===== config.mk =====
export PLATFORM = sky130hd
export DESIGN_NAME = alu_result_capture
export DESIGN_NICKNAME = d
export VERILOG_FILES = /design/src/rtl/alu_result_capture.sv
export SDC_FILE = /design/constraint.sdc
export NUM_CORES = 1
export LEC_CHECK = 0
export ABC_CLOCK_PERIOD_IN_PS = 2560
export CAP_MARGIN = 40
export CORE_MARGIN = 4
export CORE_UTILIZATION = 42
export DETAILED_ROUTE_END_ITERATION = 8
export PLACE_DENSITY = 0.87
export SLEW_MARGIN = 20
export SYNTH_ARGS = -nofsm -noshare
export SYNTH_HDL_FRONTEND = slang
export SYNTH_SLANG_ARGS = --single-unit

===== constraint.sdc =====
create_clock -name clk -period 2.56 [get_ports clk]
set_clock_uncertainty 0.05 [all_clocks]
set_input_delay 0.384 -clock clk [delete_from_list [all_inputs] [get_ports clk]]
set_output_delay 0.384 -clock clk [all_outputs]
set_load 0.005 [all_outputs]

===== src/rtl/alu_result_capture.sv =====
// ---------------------------------------------------------------------------
// alu_result_capture
//   Capture stage behind the 5-bit ALU. Each accepted ALU result (F, Cout,
//   Overflow, S) is registered into a one-deep valid/ready output slot with
//   derived {Z,N,C,V} flags. The stage also keeps an accumulator that feeds
//   the ALU X operand, a sticky overflow flag and a saturating accept counter.
//
// Ports
//   clk, reset         rising-edge clock, synchronous active-high reset
//   in_valid/in_ready  upstream handshake (in_ready is combinational)
//   F, Cout, Overflow  ALU result and status
//   S                  ALU op select, carried along as a tag
//   acc_load           load F into acc on an accepted transfer
//   clr_sticky         clear sticky_ovf (a same-cycle set wins)
//   acc                accumulator, drives ALU X operand
//   out_valid/out_ready downstream handshake
//   out_data/out_flags/out_op  captured F, {Z,N,C,V}, captured S
//   sticky_ovf         an Overflow was accepted since last clear/reset
//   op_count           number of accepted results, saturating
// ---------------------------------------------------------------------------
module alu_result_capture #(
  parameter int unsigned WIDTH = 5,
  parameter int unsigned CNT_W = 4
) (
  input  logic             clk,
  input  logic             reset,
  input  logic             in_valid,
  output logic             in_ready,
  input  logic [WIDTH-1:0] F,
  input  logic             Cout,
  input  logic             Overflow,
  input  logic [1:0]       S,
  input  logic             acc_load,
  input  logic             clr_sticky,
  output logic [WIDTH-1:0] acc,
  output logic             out_valid,
  input  logic             out_ready,
  output logic [WIDTH-1:0] out_data,
  output logic [3:0]       out_flags,
  output logic [1:0]       out_op,
  output logic             sticky_ovf,
  output logic [CNT_W-1:0] op_count
);

  localparam logic [CNT_W-1:0] CNT_MAX = {CNT_W{1'b1}};

  logic accept;
  logic drain;

  // The slot can take a new result when empty or when it is being drained.
  assign in_ready = !out_valid || out_ready;
  assign accept   = in_valid && in_ready;
  assign drain    = out_valid && out_ready;

  // Output slot, accumulator, sticky flag and counter.
  always_ff @(posedge clk) begin
    if (reset) begin
      acc        <= '0;
      out_valid  <= 1'b0;
      out_data   <= '0;
      out_flags  <= '0;
      out_op     <= '0;
      sticky_ovf <= 1'b0;
      op_count   <= '0;
    end else begin
      // A refill while draining keeps the slot full with the new result.
      if (accept) begin
        out_valid <= 1'b1;
        out_data  <= F;
        out_op    <= S;
        out_flags <= {(F == '0), F[WIDTH-1], Cout, Overflow};
      end else if (drain) begin
        out_valid <= 1'b0;
      end

      if (accept && acc_load) begin
        acc <= F;
      end

      // Set has priority over clear.
      if (accept && Overflow) begin
        sticky_ovf <= 1'b1;
      end else if (clr_sticky) begin
        sticky_ovf <= 1'b0;
      end

      if (accept && (op_count != CNT_MAX)) begin
        op_count <= op_count + CNT_W'(1);
      end
    end
  end

endmodule


==> results.toml <==
[setup_path]
crit_path_max_fanout = 6
crit_type = "input port to output pin"
cp_slowest_stage_delay_ns = 0.55
start_kind = "input port"
cpMaxStageDelayCell = "clkdlybuf4s50_1"
cpMostUsedCell = "clkdlybuf4s50_1"
end_kind = "output pin"
cp.required_ns = 2.13
ff2ff_setup_slack_ns = 1.17
crit_chain = "clkdlybuf4s50_1 -> nand2b_1 -> clkdlybuf4s50_1"
worst-endpoint-arrival_ns = 1.61

[clocking]
cts_resized = 0
clk_pin_slew_ns = 0.11
cts-root-buf = "clkbuf_4"
cts_made_buffers = 3
cts_hold_buf = 0
clock_latency_ns = 0.30
post_cts_buffers = 0
cts_tree = "yes"
clock_sinks = 21
clockBufferDepth = 2
htree_levels = 1

[synthesis]
ys.flop_type = "dfxtp_1"
async_flop_share_pct = 0
synth.most_common_cell = "nand2_1"
syn_area_per_cell_um2 = 8.519
yosysUniqueCellTypes = 20
synth_commonest_cells = "nand2_1 (22), dfxtp_1 (21), a21oi_1 (16)"
synthCells = 94
synth_top_area_cell = "dfxtp_1"
ys_seq_area_share_pct = 52.50
yosys-top-cells-area = "dfxtp_1 (53%), nand2_1 (10%), a21oi_1 (10%)"
ys_ff_latch = 21
synth_fp_nets = 110
synth_edf_count = 0
syn_area_um2 = 800.8
synth_top_area_share_pct = 52.50
ys_warn_count = 0

[timing]
relSlewSlack_pct = 52.48
slew_violations = 0
tightest_slew_ns = 0.7106
period_needed_ns = 2.043
grt_setup_unrepaired = "false"
max_freq_mhz = 489.4
final.setup.tns_ns = 0
finalCritPeriodShare_pct = 79.82
setup_viol_count_final = 0
setup_ws_ns = 0.5165
hold_viol = 0

[finish]
n_antenna_cell = 0
n_fill_cell = 162
fin_cells = 154
area_growth_pct = 48.59
nets = 146
layout-drive-gt1-share_pct = 3.876

[floorplan]
ios = 38
rows = 15
die_w_um = 51.67
dieArea_mm2 = 0.002669
fp.dieH_um = 51.67
core_area_mm2 = 0.001764
start_util_pct = 45.39

[global_routing]
grt_max_degree = 22
antenna_found_initial = 0
grt_pass1_vias = 721
grt_pass1_wl_um = 3098
grt-busiest-layer = "met2"
grt_use_met2_pct = 28.18
grt.overflow.total = 0
grtUsageTotal_pct = 15.37
met3_usage_pct = 1.146
grtUsageMet1_pct = 17.11

[run]
cap_violations = 0

[routing]
ant_nets = 0
dr_total_vias = 750
dr.pass1.iters = 4
wl_per_cell_um = 11.99
drc = 0
drt-initial-drc-count = 6
wirelength_um = 1847
vias_per_cell = 4.870

[pwr]
power_density_mw_per_mm2 = 519.4
vdd_drop_max_uv = 259.4
p_total_uw = 618.0
total_leakage_power_uw = 0.0004589

[placed_design]
dp_slack_ns = 0.5240
dp.cells = 150
post-dp-hpwl_um = 1373
gp_congestion = 0.7138
portBuffers = 37

[hold_path]
hold_class = "flop to flop"

[status]
status = "complete, no violations"
## cells by family (layout without fill, tap and decap cells)
family                     count (synthesis)  count (layout)  share of synthesized area, %
adders and majority gates                  1               1                         1.562
muxes                                      4               4                         5.000
xor gates and xnor gates                   1               1                         1.094
DFF                                       21              21                         52.50
buffers and inverters                      7              42                         5.311
AOI/OAI and AO/OA                         17              17                         10.62
and+or+nand+nor                           43              43                         23.91
## state kept, by name (all words and copies together) (netlist names)
signal and cells:
sticky_ovf 1, out_flags 4, out_valid 1, acc 5, out_data 4, op_count 4
out_op 2
## area by class of cell
type / instances / area (um2) / area share, %
Inverter: 1 / 3.754 / 0.3155
Clock buffer: 4 / 26.28 / 2.208
Tap cell: 25 / 31.28 / 2.629
Sequential cell: 21 / 420.4 / 35.33
Timing Repair Buffer: 37 / 370.4 / 31.13
Multi-Input combinational cell: 66 / 337.8 / 28.39
## worst paths after layout
path,endpoint,startpoint,cells after the start
worst max-delay path,in_ready,out_ready,3
worst min-delay path,out_data[0],out_data[0],2
worst max register to register,op_count[2],out_valid,4
worst min register to register,out_data[0],out_data[0],2
## per-layer routing
metal  routed length (um)  share of wire [%]  vias up
met5                    0                  0        -
met4                   51                2.8        0
met3                  100                5.4        5
met2                  952                 52       21
met1                  743                 40      345
li1                     -                  -      379
## placed cells by master, fill, tap and decap left out, drive strengths merged, types with 2 or more instances in the layout
master | synthesis | routed
clkbuf | 2 | 4
mux2i | 4 | 4
nand2 | 23 | 23
clkdlybuf4s50 | 0 | 37
nor3 | 3 | 3
a21oi | 16 | 16
nand3 | 7 | 7
dfxtp | 21 | 21
nor2 | 6 | 6
nand2b | 2 | 2
## through the flow
| step | cell area, um2 | hold WS (ns) | utilization, % |
|---|---|---|---|
| floorplan | 800.8 | 0.4027 | - |
| global placement | 1164 | 0.3905 | 65.96 |
| detailed placement | 1164 | 0.3958 | 65.96 |
| CTS | 1190 | 0.4145 | 67.45 |
| global route | 1190 | 0.4346 | 67.45 |
| finish | 1190 | 0.4133 | 67.45 |
## critical path: cells and delay by family
| kind | cells | cell delay (ns) |
|---|---|---|
| buffers and inverters | 2 | 1.00 |
| and+or+nand+nor | 1 | 0.23 |
## power by group
part	total (uW)	internal [uW]	leakage [uW]	switching, uW
Combinational	108	64.4	0.000272	43.1
Clock	156	60.9	0.0000150	95.3
Sequential	354	344	0.000172	10.3
Total	618	469	0.000459	149
Note: power is estimated with default switching activity, not from simulation.
